### config.mk
export PLATFORM = sky130hd
export DESIGN_NAME = prog_mem_loader
export DESIGN_NICKNAME = d
export VERILOG_FILES = /design/src/rtl/prog_mem_loader.sv
export SDC_FILE = /design/constraint.sdc
export NUM_CORES = 1
export LEC_CHECK = 0
export ABC_AREA = 1
export CAP_MARGIN = 5
export CORE_MARGIN = 8
export CORE_UTILIZATION = 45
export DETAILED_ROUTE_END_ITERATION = 6
export PLACE_DENSITY = 0.59
export SKIP_CTS_REPAIR_TIMING = 1
export SYNTH_ARGS = -nofsm -noshare
export SYNTH_HDL_FRONTEND = slang
export SYNTH_SLANG_ARGS = --single-unit
### constraint.sdc
create_clock -name clk -period 3.1 [get_ports clk]
set_clock_uncertainty 0.15 [all_clocks]
set_input_delay 0.465 -clock clk [delete_from_list [all_inputs] [get_ports clk]]
set_output_delay 0.465 -clock clk [all_outputs]
set_load 0.1 [all_outputs]
### src/rtl/prog_mem_loader.sv
// Program memory for the 4-bit CPU: 16 x 8 instruction store with a byte-stream
// loader that holds the CPU in reset while a new program is written.
module prog_mem_loader (
  input  logic       clk,
  input  logic       reset,
  input  logic       load_start,
  input  logic       load_valid,
  output logic       load_ready,
  input  logic [7:0] load_data,
  input  logic       load_end,
  input  logic [3:0] cpu_addr,
  output logic [7:0] cpu_data,
  output logic       cpu_n_reset,
  output logic       busy,
  output logic [4:0] load_count
);

  typedef enum logic [1:0] {
    ST_RUN,
    ST_LOAD,
    ST_FILL,
    ST_RELEASE
  } state_t;

  state_t     state_reg, state_next;
  logic [3:0] wr_ptr_reg, wr_ptr_next;
  logic [4:0] rx_cnt_reg, rx_cnt_next;
  logic [4:0] load_count_reg;
  logic       cpu_n_reset_reg;
  logic       mem_we;
  logic [7:0] mem_wdata;
  logic [7:0] mem_reg [16];

  always_comb begin
    state_next  = state_reg;
    wr_ptr_next = wr_ptr_reg;
    rx_cnt_next = rx_cnt_reg;
    mem_we      = 1'b0;
    mem_wdata   = 8'h00;
    case (state_reg)
      ST_RUN: begin
        if (load_start) begin
          state_next  = ST_LOAD;
          wr_ptr_next = 4'd0;
          rx_cnt_next = 5'd0;
        end
      end
      ST_LOAD: begin
        if (load_valid) begin
          mem_we      = 1'b1;
          mem_wdata   = load_data;
          wr_ptr_next = wr_ptr_reg + 4'd1;
          rx_cnt_next = rx_cnt_reg + 5'd1;
        end
        // A transfer into the last slot completes the program even if load_end
        // arrives with it; otherwise load_end pads the remainder with zeros.
        if (load_valid && (wr_ptr_reg == 4'd15)) begin
          state_next = ST_RELEASE;
        end else if (load_end) begin
          state_next = ST_FILL;
        end
      end
      ST_FILL: begin
        mem_we      = 1'b1;
        mem_wdata   = 8'h00;
        wr_ptr_next = wr_ptr_reg + 4'd1;
        if (wr_ptr_reg == 4'd15) begin
          state_next = ST_RELEASE;
        end
      end
      ST_RELEASE: begin
        state_next = ST_RUN;
      end
      default: begin
        state_next = ST_RUN;
      end
    endcase
  end

  always_ff @(posedge clk) begin
    if (reset) begin
      state_reg       <= ST_RUN;
      wr_ptr_reg      <= 4'd0;
      rx_cnt_reg      <= 5'd0;
      load_count_reg  <= 5'd0;
      cpu_n_reset_reg <= 1'b0;
    end else begin
      state_reg       <= state_next;
      wr_ptr_reg      <= wr_ptr_next;
      rx_cnt_reg      <= rx_cnt_next;
      // Registered from the next state so the CPU still sees reset at the edge ending RELEASE.
      cpu_n_reset_reg <= (state_next == ST_RUN);
      if (state_reg == ST_RELEASE) begin
        load_count_reg <= rx_cnt_reg;
      end
    end
  end

  // Flop-based storage: every word is cleared by reset, which a RAM macro cannot do.
  generate
    for (genvar gi = 0; gi < 16; gi++) begin : g_mem
      always_ff @(posedge clk) begin
        if (reset) begin
          mem_reg[gi] <= 8'h00;
        end else if (mem_we && (wr_ptr_reg == 4'(gi))) begin
          mem_reg[gi] <= mem_wdata;
        end
      end
    end
  endgenerate

  assign cpu_data    = mem_reg[cpu_addr];
  assign cpu_n_reset = cpu_n_reset_reg;
  assign busy        = (state_reg != ST_RUN);
  assign load_ready  = (state_reg == ST_LOAD);
  assign load_count  = load_count_reg;

endmodule

# Word-level counts from Yosys, hierarchy flattened
# Memory sizes are Yosys's and may differ from the RTL's.
# Cells that the tools add are included.
dict set report op_classes {
  n_reduce_logical 25
  addsub 2
  n_mux 81
  eq_ne 20
  bitwise_logic 16
}
# op count
set op_table {}
lappend op_table {{8-bit 2-to-1 mux} 18}
lappend op_table {{1-bit 2-to-1 mux} 51}
lappend op_table {{4-bit equality test (second input constant)} 8}
lappend op_table {{1-bit logical AND} 17}
lappend op_table {{4-bit by 3-bit equality test with 1-bit output (second input constant)} 4}
lappend op_table {{1-bit OR} 16}
lappend op_table {{4-bit case mux with 3 select lines} 1}
lappend op_table {{5-bit 2-to-1 mux} 2}
lappend op_table {{5-bit case mux with 2 select lines} 1}
lappend op_table {{4-bit by 2-bit equality test with 1-bit output (second input constant)} 2}
lappend op_table {{2-bit 2-to-1 mux} 4}
lappend op_table {{4-bit 2-to-1 mux} 2}
lappend op_table {{2-bit case mux with 4 select lines} 1}
lappend op_table {{3-bit AND reduction} 2}
lappend op_table {{5-bit by 1-bit adder with 5-bit output (second input constant)} 1}
lappend op_table {{4-bit by 1-bit adder with 4-bit output (second input constant)} 1}
lappend op_table {{2-bit equality test (second input constant)} 2}
lappend op_table {{4-bit by 1-bit equality test with 1-bit output (second input constant)} 1}
lappend op_table {{2-bit logical NOT} 2}
lappend op_table {{4-bit logical NOT} 1}
lappend op_table {{2-bit != test (second input constant)} 2}
lappend op_table {{2-bit nonzero test} 2}
lappend op_table {{3-bit nonzero test} 1}
lappend op_table {{2-bit by 1-bit equality test with 1-bit output (second input constant)} 1}
lappend op_table {{1-bit case mux with 2 select lines} 1}
dict set report totals {
  mem_bits_rw 128
  memories 1
  input_bits 17
  register_bits 17
}
# name words width read_ports rd_clocked_by_memory_dff write_ports line
set mem_list {}
lappend mem_list {mem_reg 16 8 1 0 16 32} ;# logic [7:0] mem_reg [16];

# Longest topological paths before layout
dict set report depth {
  word_depth 7
  depth_mapped 10
  mapped_depth_nobuf 10
}

# Least setup slack after synthesis
# Ideal clock, no wire load.
dict set report synth_path {
  kind {register to register}
  startpoint {register state_reg[1]}
  endpoint {memory mem_reg[3][0], enable pin}
  arrival_ns 2.649
  n_path_buf 0
  path_slack_ns -0.083
  path_stages_with_launch 9
  period_less_slack_ns 3.183
  path_cell_list {dfxtp_1 inv_1 ha_1 nand2_2 clkinv_2 o21ai_4 nor2_4 inv_1 o21ai_0}
}
# item line
set synth_rtl {}
lappend synth_rtl {{start: declaration} 25} ;# state_t state_reg, state_next;
lappend synth_rtl {{start signal: assignment} 88} ;# state_reg <= state_next;
lappend synth_rtl {{end: declaration} 32}

# Worst setup path in the final report
dict set report layout_path {
  startpoint {input cpu_addr[2]}
  endpoint {output cpu_data[7]}
}
dict set report layout_between {
  elab_chain_cells 1
}
# item line
set layout_rtl {}
lappend layout_rtl {{start: declaration} 11} ;# input logic [3:0] cpu_addr,
lappend layout_rtl {{memory 16 x 8 bit} --}
lappend layout_rtl {{end: declaration} 12} ;# output logic [7:0] cpu_data,
# No other way between the ends.

==> results.txt <==
- FILL cells: 1,410
* Cell accounting for the most synthesized area: sky130_fd_sc_hd__edfxtp_1
- Total setup violations reported at the end of the flow: 0
* Clock sink total: 145
- By area, the combinational part of the netlist is dominated by simple AND/OR/NAND/NOR gates.
* Fin Hold WS: 0.355 ns
- The tightest min-delay check is of the reg -> reg type.
- H-tree depth reported by CTS: 4
- After layout, the worst path uses 79.2% of the clock period.
- The synthesized netlist devotes 21.0% of its cell area to simple gates.
* CP max-delay cell: sky130_fd_sc_hd__clkdlybuf4s50_1
* Proportion of synthesized area in mux cells: 0%
* Number of flops mapped to enable cells by yosys: 128
* Area Growth Syn to Fin: 18.7%
* Post-synth net total: 759
- Arrival time of data at the critical path endpoint: 1.84 ns
- The number of clock buffers added by TritonCTS is 17.
- Async set-reset flop share out of synthesis: 0%
* Most frequently used cell type in the post-synthesis netlist: sky130_fd_sc_hd__nor2_1
* Port Buffers: 32
- Global-route usage over all layers: 18.7%
- The register with the most flip-flops in the layout has 128 of them.
* Antenna Nets Post-Route: 0
* Core region area: 0.0157 sq mm
- The first global-routing pass estimated 28,500 um of wire.
- The floorplan has 46 rows.
- The share of the Yosys chip area taken by registers is 58.5%.
* Max-slew violations: 0
* Met2 track demand over resource in global routing: 29.5%
- Dividing total power by cell area gives a power density of 578 mW/mm^2.
- In the final layout, the share of cells above drive strength 1 is 14.1%.
* Final hold violation count: 0
- The via count of the first global-routing pass is 5,200.
- WL per Instance: 17.6 um
* Number of warnings reported in the yosys synthesis log: 0
- 0 antenna diodes ended up in the layout.
* Compound-gate portion of the synthesized area: 10.5%
- The congestion estimate from routability-driven global placement came to 0.857.
* Slew at the pin with the worst max-slew slack: 0.648 ns
- Clock-pin slew was measured on the worst setup and hold paths at 0.06 ns.
- After the last flow step, the layout net total stands at 802.
- Entering global routing, the biggest net connects 65 pins.
- Adder and majority cell fraction of the synthesized area: 1.93%
* CP Data Required Time: 2.48 ns
- Initial core utilization: 45.5%
- Unique masters post-synth: 28
- Cell type with the highest occurrence count on the critical path: sky130_fd_sc_hd__nand3_1
* DRC: 0
* Unrepaired setup endpoints after global routing: false
- Walking the worst path, the cells encountered are clkdlybuf4s50_1, inv_1, nand3_1, nand3_1, nand2_1, buf_12.
* Ports placed on the boundary: 33
* Clock Latency Late Sink: 0.42 ns
* Cell types with the largest area share after synthesis: sky130_fd_sc_hd__edfxtp_1, sky130_fd_sc_hd__nor2_1, sky130_fd_sc_hd__dfxtp_1, sky130_fd_sc_hd__inv_1, sky130_fd_sc_hd__o21ai_0
- Average cell area after synthesis: 9.78 sq um
- In the routed layout, each cell is associated on average with a via count of 5.21.
* Worst slew margin relative to its limit: 56.3%
* Die footprint: 0.0202 sq mm
* Layer carrying the most global-route usage: met2
* Horizontal extent of the die: 142 um
- Post-synthesis cell area: 0.00715 sq mm
- Die Y: 142 um
- Root Buffer: sky130_fd_sc_hd__clkbuf_16
- Summed negative setup slack over all endpoints: 0 ns
- Sort of element at the start of the critical path: primary input
- The worst setup path is of the in -> out kind.
- The number of antenna violations at the first check in global routing is 0.
- Highest clock frequency the design can meet: 407 MHz
- Max Fanout on Critical Path: 16
- In the global route stage, met3 resource usage came out at 4.26%.
- Together, buffers and inverters on the worst path number 3.
- Setup crit end kind: output pin
* Vias: 5,223
- After detailed routing, the total wire length is 17,700 um.
- Across the run, the number of max-cap violations was 0.
- Leakage power figure: 3.19 nW
- The share of synthesized area in the top cell type comes to 53.8%.
* Commonest cells in the synthesized netlist: sky130_fd_sc_hd__nor2_1, sky130_fd_sc_hd__edfxtp_1, sky130_fd_sc_hd__inv_1, sky130_fd_sc_hd__nand2_1, sky130_fd_sc_hd__o21ai_0
* Count of TritonRoute iterations in the first routing pass: 5
- The HPWL after detailed placement is 12,000 um.
* Synth Instances: 731
- Largest stage delay, worst path: 0.42 ns
- Post-Synth XOR/XNOR Area: 0.368%
- Clock Path Buffers: 2
* VDD IR-drop max: 0.000417 V
* Kind of cell adding the most delay to the critical path: buffers and inverters
- Clock tree from TritonCTS: built
- Remaining Overflow, GRT: 0
* #FFs+latches synth: 145
* Most common flop cell mapped by yosys: sky130_fd_sc_hd__edfxtp_1
- Shortest clock period the worst path allows after layout: 2.46 ns
- Run status: complete, no violations
* Starting DRT DRC Count: 550
* Routing usage on met1: 24.9%
final timing paths:
kind	from	end	slack [ns]	cells past startpoint
min	load_count[3]	load_count[3]	0.35	2
max reg2reg	state_reg[1]	mem_reg[7][0]	0.80	9
min reg2reg	load_count[3]	load_count[3]	0.35	2
max	cpu_addr[2]	cpu_data[7]	0.64	6
power by group:
group          switching (mW)  internal (mW)
registers              0.0249           2.19
logic                   0.451          0.189
clock network           0.771           1.28
total                    1.25           3.66
tightest hold or removal path: stages (launching register included):
cell and delay, ns:
sky130_fd_sc_hd__dfxtp_1 0.33, sky130_fd_sc_hd__o21ai_0 0.07, sky130_fd_sc_hd__nor2_1 0.07
final cells by class:
type	instances	area, sq um	area share (%)
clock inverter	5	35.0	0.413
inverter	95	368	4.34
tap	216	270	3.18
multi-input combinational	452	2420	28.5
sequential	145	4180	49.3
clock buffer	27	578	6.81
timing repair buffer	63	631	7.43
placed cells by master, fill, tap and decap left out, drive strengths merged:
master,instances
nand3,71
nor2,151
inv,95
a21oi,40
nand2,80
clkdlybuf4s50,14
nor3,1
edfxtp,128
xor2,3
buf,49
or2,1
nand3b,1
clkbuf,27
clkinvlp,1
o21ai,58
clkinv,4
dfxtp,17
o211ai,32
ha,11
o21a,1
nand4,2
metrics by stage:
| stage | instance area [sq um] | cells | setup slack (ns) | util, % | power (mW) |
|---|---|---|---|---|---|
| after floorplan | 7150 | 731 | 0.270 | - | 2.67 |
| after global placement | 7870 | 971 | 0.572 | 50.1 | 2.89 |
| after detailed placement | 7870 | 971 | 0.589 | 50.1 | 2.89 |
| after CTS | 8490 | 1003 | 0.629 | 54.0 | 4.93 |
| after global routing | 8490 | 1003 | 0.550 | 54.0 | 5.06 |
| final | 8490 | 1003 | 0.644 | 54.0 | 4.91 |
cell families (layout without fill, tap and decap cells):
kind of cell	Yosys count	count (layout)
xor+xnor	3	3
compound gates	131	131
simple gates	307	307
flops	145	145
buf+inv	134	190
fa+ha+maj	11	11
per-layer routing:
metal	part of all wire, %	vias up
met1	45	2474
met3	6.3	21
met5	0	-
li1	-	2544
met2	47	184
met4	1.5	0
Note: power is estimated with default switching activity, not from simulation.
